### src/rtl/reg_file_read_ctrl.sv
// Read-side controller: issues one-cycle-latency register file reads and buffers returned slots.
// Optional REG_READ_CTRL_FALLTHROUGH_EN presents returned data in the same cycle when the buffer is empty.
module reg_file_read_ctrl #(
    parameter int unsigned data_length  = 512,
    parameter int unsigned register_num = 32,
    parameter int unsigned buf_depth    = 3
) (
    input  logic                              clk,
    input  logic                              rst,
    input  logic                              req_valid_i,
    input  logic [$clog2(register_num)-1:0]   req_addr_i,
    output logic                              req_ready_o,
    output logic [$clog2(register_num)-1:0]   addr0_o,
    output logic                              rd0_o,
    input  logic [data_length-1:0]            reg_data_i,
    output logic                              out_valid_o,
    output logic [data_length-1:0]            out_data_o,
    output logic [$clog2(register_num)-1:0]   out_addr_o,
    input  logic                              out_ready_i,
    output logic                              busy_o
);
    localparam int unsigned register_width = $clog2(register_num);
    localparam int unsigned PtrW = $clog2(buf_depth);
    localparam int unsigned CntW = $clog2(buf_depth + 1);
    localparam int unsigned EntW = register_width + data_length;
    localparam logic [PtrW-1:0] LastPtr = PtrW'(buf_depth - 1);
    localparam logic [CntW-1:0] FullCnt = CntW'(buf_depth);
    localparam logic [CntW:0]   DepthC  = (CntW + 1)'(buf_depth);

    logic                      inflight_q;
    logic [register_width-1:0] inflight_addr_q;
    logic [CntW-1:0]           cnt_q, cnt_d;
    logic [PtrW-1:0]           wr_ptr_q, rd_ptr_q;
    logic [EntW-1:0]           mem_q [buf_depth];

    logic            accept, push, pop, buf_empty, ft_take;
    logic [CntW:0]   credit_used;

    function automatic logic [PtrW-1:0] ptr_inc(input logic [PtrW-1:0] p);
        return (p == LastPtr) ? '0 : p + PtrW'(1);
    endfunction

    // Credit counts the read in flight so a returning slot always has a free entry.
    assign credit_used = {1'b0, cnt_q} + {{CntW{1'b0}}, inflight_q};
    assign req_ready_o = ~rst & (credit_used < DepthC);
    assign accept      = req_valid_i & req_ready_o;
    assign rd0_o       = accept;
    assign addr0_o     = req_addr_i;
    assign buf_empty   = (cnt_q == '0);

`ifdef REG_READ_CTRL_FALLTHROUGH_EN
    assign ft_take     = inflight_q & buf_empty & out_ready_i;
    assign out_valid_o = ~rst & (~buf_empty | inflight_q);
    assign {out_addr_o, out_data_o} = buf_empty ? {inflight_addr_q, reg_data_i}
                                                : mem_q[rd_ptr_q];
`else
    assign ft_take     = 1'b0;
    assign out_valid_o = ~rst & ~buf_empty;
    assign {out_addr_o, out_data_o} = mem_q[rd_ptr_q];
`endif

    assign push   = inflight_q & ~ft_take;
    assign pop    = ~rst & ~buf_empty & out_ready_i;
    assign busy_o = ~rst & (inflight_q | ~buf_empty);

    always_comb begin
        cnt_d = cnt_q;
        if (push && !pop) begin
            cnt_d = cnt_q + CntW'(1);
        end else if (!push && pop) begin
            cnt_d = cnt_q - CntW'(1);
        end
    end

    always_ff @(posedge clk) begin
        if (rst) begin
            inflight_q      <= 1'b0;
            inflight_addr_q <= '0;
            cnt_q           <= '0;
            wr_ptr_q        <= '0;
            rd_ptr_q        <= '0;
        end else begin
            inflight_q <= accept;
            if (accept) begin
                inflight_addr_q <= req_addr_i;
            end
            cnt_q <= cnt_d;
            if (push) begin
                wr_ptr_q <= ptr_inc(wr_ptr_q);
            end
            if (pop) begin
                rd_ptr_q <= ptr_inc(rd_ptr_q);
            end
        end
    end

    // Storage is not reset; entries are only visible through cnt_q.
    always_ff @(posedge clk) begin
        if (!rst && push) begin
            mem_q[wr_ptr_q] <= {inflight_addr_q, reg_data_i};
        end
    end

    assert property (@(posedge clk) disable iff (rst) !(push && !pop && cnt_q == FullCnt));

endmodule

### config.mk
export PLATFORM = sky130hd
export DESIGN_NAME = reg_file_read_ctrl
export DESIGN_NICKNAME = d
export VERILOG_FILES = /design/src/rtl/reg_file_read_ctrl.sv
export SDC_FILE = /design/constraint.sdc
export NUM_CORES = 2
export LEC_CHECK = 0
export CORE_AREA = 8 8 401 403
export CTS_CLUSTER_DIAMETER = 40
export CTS_CLUSTER_SIZE = 25
export DETAILED_ROUTE_END_ITERATION = 10
export DIE_AREA = 0 0 409 411
export HOLD_SLACK_MARGIN = 0.03
export SYNTH_ARGS = -nofsm -noshare
export SYNTH_HDL_FRONTEND = slang
export SYNTH_SLANG_ARGS = --single-unit
### constraint.sdc
create_clock -name clk -period 41.8 [get_ports clk]
set_input_delay 4.18 -clock clk [delete_from_list [all_inputs] [get_ports clk]]
set_output_delay 4.18 -clock clk [all_outputs]
set_load 0.02 [all_outputs]
==> impl_metrics.ini <==
[global_route]
grt_pass1_wl_um = 221900
grt.met2_usage = 0.2982
antenna_found_initial = 51
grt_pass1_vias = 31840
grt-ovfl-total = 0
grt_util_met1 = 0.2160
grt.busiest_layer = met2
grt_use_total = 0.1785
grt_start_max_net_pins = 198
grt_use_met3 = 0.06926

[setup_path]
critPathKind = in2out
reg2reg_to = mem_q[2][308]
worst-r2r-cell-count = 6
start_kind = input port
end_kind = output port
arrival_ns = 5.99
cp_max_fo = 19
cp-endpoint = busy_o
reg2reg_slack_ns = 37.11
r2r-start = inflight_q
setup.worst_path.start = rst
cp.required_ns = 37.62

[drt]
postRouteAntennaNets = 0
routed_via_density = 4.863
finalWirelength_um = 158000
first_pass_iters = 5
num_vias = 32620
drt_iter0_drc = 2589
avgRoutedWirePerCell_um = 23.55
drc = 0

[finish]
stdcell_count = 6707
design_area_um2 = 77360
fill_cells = 12760
area_growth_pct = 33.62
drive_gt1_frac = 0.08369
nets = 4977

[placement]
dp_cells = 6311
gp_congestion = 0.8564
place_hpwl_um = 105500
port_buffers = 1046
dpl_cell_area_um2 = 70360
post-place-ws_ns = 31.63

[clock_network]
clkTransAtPathRegs_ns = 0.06
tritoncts = built
clock_sinks = 1565
holdBufCountCts = 0
cts-htree-levels = 4
ctsResizeCount = 0
postCtsSetupRepairBufs = 0
clk_latency_ns = 0.82
cts_buffer_depth = 3
clockRootBuffer = clkbuf_16
cts_buffers = 198

[power_and_ir_drop]
p_per_area_nw_per_um2 = 52.49
switching_power_uw = 1043
leakage_uw = 0.02412
p_seq_frac = 0.436
p_int_uw = 3017
power_frac_clock = 0.426
ir_drop_uv = 39.96
swShare = 0.2569
p_comb_frac = 0.138

[timing]
finalCriticalPeriod_ns = 10.17
tightest_slew_ns = 1.110
slew_viol_final = 0
final-setup-viol-count = 0
setup_ws_ns = 31.63
rsz0062_at_grt = no
finClkSkew_ns = 0.05286
finalCritPeriodShare = 0.2432
hold_viol = 0
slew_headroom = 0.2598
fmax_mhz = 98.36
holdWs_ns = 0.4999

[yosys]
ys_top_cells_by_area = edfxtp_1, mux2i_1, o21ai_0
synth.distinct_cells = 26
synth.top_cell.area_share = 0.8045
synthesis.area_um2 = 57900
synth_nets = 3870
postSynthAreaPerCell_um2 = 17.30
yosysTopAreaCell = edfxtp_1
syn_inst = 3346
synth_seq_cells = 1565
yosys_warnings = 0
yosysSeqAreaShare = 0.8093

[floorplan]
die_w_um = 409
start_util = 0.3741
coreArea_um2 = 154800
fp.dieH_um = 411
ios = 1047
die_area_um2 = 168100
num_rows = 145

[job]
cap_violations = 0

[outcome]
status = finished clean

[min_path]
hold_path_class = reg2reg
-- flip-flops by register name (all words and copies together) (netlist names), named ones only --
signal,cells
cnt_q,2
wr_ptr_q,2
inflight_q,1
mem_q,1551
rd_ptr_q,2
inflight_addr_q,5
-- synth_stat cells --
cell type / n
xor2_1: 2
and2_1: 4
o21ai_1: 130
a21oi_1: 4
buf_4: 44
o21ba_2: 1
clkbuf_1: 76
nand2b_1: 9
buf_6: 15
o21ai_0: 395
nor2_1: 3
mux2i_1: 517
nand3b_1: 1
nor3_1: 1
nand4b_1: 6
edfxtp_1: 1551
or3_1: 1
nor3b_1: 3
buf_2: 43
buf_1: 1
nand3_1: 1
dfxtp_1: 14
nand2_1: 518
ha_1: 3
nor2b_1: 1
inv_1: 2
-- critical path, cell delays in order --
cell,delay [ns]
clkdlybuf4s50_1,0.68
o21ba_2,0.41
nand2b_1,0.11
clkdlybuf4s50_1,0.61
-- through the flow --
| step | total power, µW | util | TNS (ns) |
|---|---|---|---|
| final | 4060 | 0.4999 | 0 |
| after global routing | 4196 | 0.4996 | 0 |
| after CTS | 4106 | 0.4995 | 0 |
| after detailed placement | 2371 | 0.4547 | 0 |
| after global placement | 2368 | 0.4547 | 0 |
| after floorplan | 2118 | - | -1949.68 |
-- kinds of logic (layout without fill, tap and decap cells) --
kind of cell / count (synthesis) / in the layout / synth area share
compound gates: 530 / 530 / 0.04590
xor+xnor: 2 / 2 / 0.0003026
fa+ha+maj: 3 / 3 / 0.0006484
buf+inv: 181 / 1459 / 0.01746
flops: 1565 / 1565 / 0.8093
mux: 517 / 517 / 0.08938
other cells: 0 / 25 / 0
simple gates: 548 / 548 / 0.03700
-- worst min path at each step --
stage | cells past startpoint | end | from
floorplan | 0 | mem_q[0][512] | inflight_addr_q[0]
global placement | 0 | mem_q[2][512] | inflight_addr_q[0]
detailed placement | 0 | mem_q[1][512] | inflight_addr_q[0]
CTS | 0 | mem_q[0][512] | inflight_addr_q[0]
global route | 0 | mem_q[0][512] | inflight_addr_q[0]
finish | 0 | mem_q[2][512] | inflight_addr_q[0]
-- cells in the final DEF, fill, tap and decap left out, types with 4 or more instances in the layout --
cell type / count
a21oi_1: 4
clkinv_2: 20
bufinv_16: 17
clkdlybuf4s50_1: 1046
clkbuf_16: 198
clkinvlp_4: 22
inv_8: 19
o21ai_1: 130
mux2i_1: 517
o21ai_0: 395
dfxtp_1: 12
clkinv_1: 10
and2_1: 4
clkinv_8: 6
buf_4: 32
nand2_1: 518
edfxtp_1: 1551
nand4b_1: 6
clkinv_4: 17
clkbuf_1: 20
buf_12: 8
clkinv_16: 11
diode_2: 25
inv_6: 28
nand2b_1: 9
-- cell type report --
class | count | area [µm²] | area share
Timing Repair Buffer | 1086 | 10870 | 0.1405
Clock buffer | 218 | 5030 | 0.06502
Inverter | 2 | 7.507 | 0.00009705
Sequential cell | 1565 | 46860 | 0.6058
Multi-Input combinational cell | 1600 | 10040 | 0.1298
Clock inverter | 153 | 1906 | 0.02463
Antenna cell | 25 | 62.56 | 0.0008087
Tap cell | 2058 | 2575 | 0.03329
-- power groups by stage --
stage,Combinational [µW],Sequential [µW],Clock [µW]
floorplan,278,1840,0
global placement,565,1800,0
detailed placement,567,1800,0
CTS,570,1770,1770
global route,591,1770,1830
finish,561,1770,1730
-- layer usage --
metal	vias up	share of wire
met5	-	0.0012
met4	28	0.022
met3	232	0.094
met2	1171	0.49
met1	16140	0.39
li1	15050	-
(Power assumes the default switching activity.)
